### src/rtl/ahb_load_pkg.sv
`default_nettype none
// ============================================================================
//  Module      : ahb_load_pkg
//  Description : Shared types and the load-lane extraction function used by
//                the AHB read-path formatter and the store-side lane steering.
//  Revision    : 1.0  initial release
// ============================================================================
package ahb_load_pkg;

    // AHB HSIZE encodings relevant to a 32/64-bit data path
    typedef enum logic [2:0] {
        HSZ_BYTE  = 3'b000,
        HSZ_HALF  = 3'b001,
        HSZ_WORD  = 3'b010,
        HSZ_DWORD = 3'b011
    } hsize_e;

    // Packed as {err, value}; value is always computed at the widest bus width
    typedef struct packed {
        logic        err;
        logic [63:0] value;
    } load_res_t;

    // Extract the addressed lane(s) of a read beat and extend to 64 bits.
    // bus_bytes is the physical bus width in bytes (4 or 8); any access wider
    // than the bus, or an HSIZE beyond dword, is reported as an error.
    function automatic load_res_t load_extract(
        input logic [63:0] data,
        input logic [2:0]  off,
        input logic [2:0]  hsize,
        input logic        sgn,
        input logic [3:0]  bus_bytes
    );
        load_res_t   res;
        logic [63:0] sh;
        logic [3:0]  nbytes;
        logic        misal;
        logic        over;

        sh     = data >> {off, 3'b000};
        nbytes = 4'd1 << hsize[1:0];
        over   = hsize[2] || (nbytes > bus_bytes);

        case (hsize)
            HSZ_BYTE: misal = 1'b0;
            HSZ_HALF: misal = off[0];
            HSZ_WORD: misal = |off[1:0];
            default:  misal = |off;
        endcase

        res.err   = misal | over;
        res.value = '0;
        if (!res.err) begin
            case (hsize)
                HSZ_BYTE: res.value = {{56{sgn & sh[7]}},  sh[7:0]};
                HSZ_HALF: res.value = {{48{sgn & sh[15]}}, sh[15:0]};
                HSZ_WORD: res.value = {{32{sgn & sh[31]}}, sh[31:0]};
                // Full-width dword: extension is meaningless, pass through
                default:  res.value = sh;
            endcase
        end
        return res;
    endfunction

endpackage
`default_nettype wire

### src/rtl/load_skid_buf.sv
`default_nettype none
// ============================================================================
//  Module      : load_skid_buf
//  Description : Generic 2-entry valid/ready skid buffer. Main output register
//                plus one skid register; in_ready is a registered flag that is
//                low exactly while the skid register holds a beat.
//  Revision    : 1.0  initial release
// ============================================================================
module load_skid_buf #(
    parameter int W = 33
) (
    input  logic         clk,
    input  logic         rst,
    input  logic         in_valid,
    output logic         in_ready,
    input  logic [W-1:0] in_data,
    output logic         out_valid,
    input  logic         out_ready,
    output logic [W-1:0] out_data
);

    logic         r_out_valid;
    logic [W-1:0] r_out_data;
    logic         r_skid_valid;
    logic [W-1:0] r_skid_data;
    logic         r_in_ready;
    logic         w_in_fire;

    assign w_in_fire = in_valid & r_in_ready;

    // Output/skid registers: output reloads whenever it is empty or being
    // consumed; a beat arriving while the output stalls parks in the skid.
    // The skid can only be full when in_ready is low, so it never receives
    // a new beat in the same cycle it drains.
    always_ff @(posedge clk) begin
        if (rst) begin
            r_out_valid  <= 1'b0;
            r_out_data   <= '0;
            r_skid_valid <= 1'b0;
            r_skid_data  <= '0;
            r_in_ready   <= 1'b1;
        end else if (!r_out_valid || out_ready) begin
            if (r_skid_valid) begin
                r_out_data   <= r_skid_data;
                r_out_valid  <= 1'b1;
                r_skid_valid <= 1'b0;
                r_in_ready   <= 1'b1;
            end else if (w_in_fire) begin
                r_out_data  <= in_data;
                r_out_valid <= 1'b1;
            end else begin
                r_out_valid <= 1'b0;
            end
        end else if (w_in_fire) begin
            r_skid_data  <= in_data;
            r_skid_valid <= 1'b1;
            r_in_ready   <= 1'b0;
        end
    end

    assign in_ready  = r_in_ready;
    assign out_valid = r_out_valid;
    assign out_data  = r_out_data;

endmodule
`default_nettype wire

### src/rtl/ahb_load_align_pipe.sv
`default_nettype none
// ============================================================================
//  Module      : ahb_load_align_pipe
//  Description : Registered AHB load-data formatter. Extracts the addressed
//                byte lane(s) from HRDATA, zero/sign-extends to DATA_W, flags
//                misaligned or oversize accesses, and hands the result on
//                through a 2-entry skid buffer at full throughput.
//  Revision    : 1.0  initial release
// ============================================================================
module ahb_load_align_pipe
    import ahb_load_pkg::*;
#(
    parameter int DATA_W = 32,
    parameter int OFF_W  = $clog2(DATA_W/8)
) (
    input  logic              clk,
    input  logic              rst,
    input  logic              in_valid,
    output logic              in_ready,
    input  logic [OFF_W-1:0]  in_addr,
    input  logic [2:0]        in_hsize,
    input  logic              in_signed,
    input  logic [DATA_W-1:0] in_hrdata,
    output logic              out_valid,
    input  logic              out_ready,
    output logic [DATA_W-1:0] out_data,
    output logic              out_err
);

    localparam int         c_PKT_W     = DATA_W + 1;
    localparam logic [3:0] c_BUS_BYTES = 4'(DATA_W / 8);

    load_res_t          w_res;
    logic [c_PKT_W-1:0] w_in_pkt;
    logic [c_PKT_W-1:0] w_out_pkt;

    // Lane extraction runs ahead of the output register at the 64-bit width;
    // the narrow bus simply sees zero upper data and a 4-byte size limit.
    always_comb begin
        w_res    = load_extract(64'(in_hrdata), 3'(in_addr), in_hsize,
                                in_signed, c_BUS_BYTES);
        w_in_pkt = {w_res.err, DATA_W'(w_res.value)};
    end

    load_skid_buf #(
        .W (c_PKT_W)
    ) u_skid (
        .clk       (clk),
        .rst       (rst),
        .in_valid  (in_valid),
        .in_ready  (in_ready),
        .in_data   (w_in_pkt),
        .out_valid (out_valid),
        .out_ready (out_ready),
        .out_data  (w_out_pkt)
    );

    assign out_err  = w_out_pkt[DATA_W];
    assign out_data = w_out_pkt[DATA_W-1:0];

endmodule
`default_nettype wire
### config.mk
export PLATFORM = sky130hd
export DESIGN_NAME = ahb_load_align_pipe
export DESIGN_NICKNAME = d
export VERILOG_FILES = /design/src/rtl/ahb_load_pkg.sv /design/src/rtl/load_skid_buf.sv /design/src/rtl/ahb_load_align_pipe.sv
export SDC_FILE = /design/constraint.sdc
export NUM_CORES = 1
export LEC_CHECK = 0
export BUFFER_PORTS_ARGS = -buffer_cell sky130_fd_sc_hd__buf_2
export CORE_MARGIN = 8
export CORE_UTILIZATION = 45
export CTS_CLUSTER_DIAMETER = 200
export DETAILED_ROUTE_END_ITERATION = 10
export PLACE_DENSITY = 0.7
export SLEW_MARGIN = 40
export SYNTH_ARGS = -nofsm -noshare
export SYNTH_HDL_FRONTEND = slang
export SYNTH_SLANG_ARGS = --single-unit
### constraint.sdc
create_clock -name clk -period 2.55 [get_ports clk]
set_input_delay 0.255 -clock clk [delete_from_list [all_inputs] [get_ports clk]]
set_output_delay 0.255 -clock clk [all_outputs]
set_load 0.02 [all_outputs]
==> impl_metrics.prom <==
# TYPE chip_impl_metric gauge
chip_impl_metric{name="p_sw_share",unit="%"} 30.3
chip_impl_metric{name="final_core_utilization",unit="%"} 55.6
chip_impl_info{name="ctsRootBufferMaster",value="sky130_fd_sc_hd__clkbuf_8"} 1
chip_impl_metric{name="drt_pre_antenna_iters",unit=""} 4
chip_impl_metric{name="slew_headroom",unit="%"} 48.6
chip_impl_info{name="timing_worst_setup_path_type",value="reg -> reg"} 1
chip_impl_metric{name="antennaDiodeCount",unit=""} 0
chip_impl_info{name="status",value="complete, no violations"} 1
chip_impl_metric{name="synth.lib_cells_used.distinct",unit=""} 37
chip_impl_metric{name="grt_first_pass_wirelength",unit="um"} 15800
chip_impl_metric{name="netlist.area_leader.share",unit="%"} 40.7
chip_impl_metric{name="arrival_worst_endpoint",unit="ps"} 2510
chip_impl_metric{name="post_cts_resize_count",unit=""} 0
chip_impl_metric{name="finalHoldViolCount",unit=""} 0
chip_impl_info{name="most_frequent_standard_cell_in_the_layout_excluding_fill_and_tap_cells",value="sky130_fd_sc_hd__buf_2"} 1
chip_impl_metric{name="fp.dieH",unit="um"} 103
chip_impl_metric{name="yosys_warnings",unit=""} 0
chip_impl_metric{name="detailedPlacementHpwl",unit="um"} 7110
chip_impl_metric{name="whs_path_depth",unit=""} 3
chip_impl_metric{name="die_x",unit="um"} 103
chip_impl_info{name="cp_slowest_cell",value="sky130_fd_sc_hd__or4_1"} 1
chip_impl_metric{name="antenna_found_initial",unit=""} 0
chip_impl_metric{name="cts_made_buffers",unit=""} 9
chip_impl_metric{name="synth-seq-cells",unit=""} 69
chip_impl_metric{name="worst_slew_pin_slew",unit="ps"} 764
chip_impl_metric{name="cts_max_path_buffers",unit=""} 2
chip_impl_metric{name="achievable-frequency",unit="GHz"} 0.446
chip_impl_metric{name="finalHoldWorstSlack",unit="ps"} 241
chip_impl_metric{name="design.die.area",unit="sq um"} 10600
chip_impl_metric{name="timing.final.max_slew_violations",unit=""} 0
chip_impl_metric{name="buffer_ports.inserted",unit=""} 76
chip_impl_metric{name="max_cap_viol_count",unit=""} 0
chip_impl_metric{name="cts_post_setup_buffers_inserted",unit=""} 0
chip_impl_metric{name="max-vdd-ir-drop",unit="mV"} 0.281
chip_impl_info{name="critPathTopFamily",value="simple AND/OR/NAND/NOR gates"} 1
chip_impl_metric{name="p_seq_share",unit="%"} 43.0
chip_impl_metric{name="cts_max_level",unit=""} 3
chip_impl_metric{name="cp.required",unit="ps"} 2820
chip_impl_info{name="final_cell_mix",value="sky130_fd_sc_hd__buf_2, sky130_fd_sc_hd__dfxtp_1, sky130_fd_sc_hd__nor2_1"} 1
chip_impl_metric{name="clock-sinks",unit=""} 69
chip_impl_metric{name="synthesis.area",unit="sq um"} 3390
chip_impl_info{name="timing.rr.start",value="u_skid.out_valid$_SDFFE_PP0P_"} 1
chip_impl_info{name="crit_chain",value="nor2b_1, nand3_1, or4_1, o21ai_0"} 1
chip_impl_metric{name="max_stage_delay",unit="ps"} 800
chip_impl_metric{name="grt_max_degree",unit=""} 34
chip_impl_metric{name="layout.nets",unit=""} 518
chip_impl_metric{name="drt_wl_total",unit="um"} 9770
chip_impl_info{name="hold_class",value="in -> reg"} 1
chip_impl_metric{name="critical_path_depth",unit=""} 4
chip_impl_metric{name="coreArea",unit="sq um"} 7290
chip_impl_metric{name="r2r.worst_path.cells",unit=""} 4
chip_impl_metric{name="combinationalPowerShare",unit="%"} 19.2
chip_impl_info{name="startpoint_type",value="register"} 1
chip_impl_metric{name="netlist_instances",unit=""} 413
chip_impl_metric{name="drt_iter0_markers",unit=""} 99
chip_impl_metric{name="fill_cells",unit=""} 707
chip_impl_info{name="synth_top_area_cell",value="sky130_fd_sc_hd__dfxtp_1"} 1
chip_impl_metric{name="worst_slack",unit="ps"} 310
chip_impl_metric{name="final.setup_skew",unit="ps"} 8.03
chip_impl_metric{name="initial_utilization",unit="%"} 46.6
chip_impl_metric{name="ant_nets",unit=""} 0
chip_impl_metric{name="track_usage",unit="%"} 19.2
chip_impl_metric{name="hold_buffers_post_cts",unit=""} 0
chip_impl_info{name="grt_setup_unrepaired",value="no"} 1
chip_impl_metric{name="drt-wirelength-per-cell",unit="um"} 16.8
chip_impl_info{name="ys_top_cells_by_area",value="sky130_fd_sc_hd__dfxtp_1, sky130_fd_sc_hd__mux2i_1, sky130_fd_sc_hd__a21oi_1, sky130_fd_sc_hd__nor2_1, sky130_fd_sc_hd__o31a_1"} 1
chip_impl_metric{name="area_growth_syn_to_layout",unit="%"} 19.5
chip_impl_metric{name="synth_seq_area_share",unit="%"} 40.7
chip_impl_metric{name="rows",unit=""} 31
chip_impl_metric{name="via_per_inst",unit=""} 5.63
chip_impl_metric{name="clkLatencyLatePin",unit="ps"} 360
chip_impl_metric{name="clock_slew_at_the_register_clock_pins_of_the_worst_setup_and_hold_paths",unit="ps"} 80
chip_impl_metric{name="critPathMaxFanout",unit=""} 16
chip_impl_info{name="critical_path_origin",value="u_skid.out_valid$_SDFFE_PP0P_"} 1
chip_impl_info{name="critPathCaptureType",value="register"} 1
chip_impl_metric{name="drc_violation_count_after_routing",unit=""} 0
chip_impl_metric{name="gpl.final_weighted_congestion",unit=""} 0.866
chip_impl_info{name="cts_tree",value="yes"} 1
chip_impl_info{name="hold_start",value="out_ready"} 1
chip_impl_metric{name="p_clk_share",unit="%"} 37.8
chip_impl_metric{name="dr_total_vias",unit=""} 3267
chip_impl_metric{name="syn-num-nets",unit=""} 455
chip_impl_metric{name="globalRoute.totalOverflow",unit=""} 0
chip_impl_metric{name="setup_violations",unit=""} 0
chip_impl_metric{name="count_of_buffer_and_inverter_cells_on_the_critical_path",unit=""} 0
chip_impl_metric{name="finalWorstPathRequiredPeriod",unit="ps"} 2240
chip_impl_metric{name="fin_tns_setup",unit="ps"} 0
chip_impl_metric{name="syn_area_cell",unit="sq um"} 8.22
chip_impl_metric{name="grt_pass1_vias",unit=""} 3267
chip_impl_metric{name="static_power_due_to_leakage",unit="nW"} 1.70
chip_impl_metric{name="cellInternalPower",unit="mW"} 1.87
chip_impl_metric{name="cellPowerDensity",unit="nW/um^2"} 662
chip_impl_metric{name="placement.setup.worst_slack",unit="ps"} 235
chip_impl_metric{name="min_period_over_period",unit="%"} 87.8
chip_impl_metric{name="switching_power",unit="uW"} 812
chip_impl_metric{name="share_of_cells_above_drive_strength_1",unit="%"} 24.7
chip_impl_metric{name="floorplan.io_pins",unit=""} 77
## layer usage
metal  track usage (%)  share of wire (%)  vias to the layer above
li1                  -                  -                     1611
met1              23.4                 44                     1553
met2              31.5                 48                       88
met3              4.05                6.5                       15
met4              9.23                1.8                        0
met5                 0                  0                        -
## power by group through the flow
stage | registers [mW] | logic (mW) | clock network, mW
after floorplan | 1.23 | 0.292 | 0
after global placement | 1.18 | 0.508 | 0
after detailed placement | 1.18 | 0.515 | 0
after CTS | 1.15 | 0.517 | 1.02
after global routing | 1.16 | 0.566 | 1.06
final | 1.15 | 0.516 | 1.01
## registers in the layout (all words and copies together) (netlist names)
name                 count
u_skid.out_data         33
u_skid.out_valid         1
u_skid.in_ready          1
u_skid.r_skid_valid      1
u_skid.r_skid_data      33
## worst paths after layout
kind,end,slack (ps)
max reg2reg,u_skid.r_skid_data[23]$_SDFFE_PP0P_,310
min,u_skid.r_skid_valid$_SDFFE_PP0P_,240
max,u_skid.r_skid_data[23]$_SDFFE_PP0P_,310
min reg2reg,u_skid.r_skid_data[16]$_SDFFE_PP0P_,450
## cell usage after synthesis, drive strengths merged
library cell  instances
a211oi                3
a21boi                1
a21oi                52
a221oi                7
a22o                  7
a22oi                 1
a311oi                1
a31oi                 1
and3                  1
buf                  11
clkbuf               24
dfxtp                69
inv                   4
mux2i                31
mux4                  1
nand2                28
nand2b                2
nand3                18
nand3b                1
nor2                 55
nor2b                 2
nor3                 34
nor4                  2
nor4b                 1
o211ai                1
o21a                  9
o21ai                24
o22a                  1
o22ai                 1
o31a                 16
or2                   2
or3                   1
or4                   1
## kinds of logic (layout without fill, tap and decap cells)
| kind of cell | count (synthesis) | count (layout) | share of synthesized area, % |
|---|---|---|---|
| compound gates | 125 | 125 | 23.6 |
| buf+inv | 39 | 107 | 5.16 |
| flops | 69 | 69 | 40.7 |
| mux | 32 | 32 | 9.80 |
| simple gates | 148 | 148 | 20.8 |
## stage by stage
stage	area [sq um]	total power, mW	instances
final	4060	2.68	580
after CTS	4050	2.69	580
after floorplan	3390	1.52	413
after global routing	4060	2.79	580
after global placement	3820	1.68	564
after detailed placement	3820	1.69	564
## area by class of cell
type | count | area, sq um | share of cell area [%]
sequential | 69 | 1380 | 34.1
clock inverter | 7 | 98.8 | 2.44
multi-input combinational | 305 | 1850 | 45.6
inverter | 4 | 15.0 | 0.370
clock buffer | 9 | 124 | 3.05
timing repair buffer | 87 | 463 | 11.4
tap | 99 | 124 | 3.05
## worst reg2reg max path: cells and delay by family (launching register included)
kind               cells  cell delay [ps]
DFF                    1              360
AOI/OAI and AO/OA      1              280
and+or+nand+nor        3             1520
(Power assumes the default switching activity.)
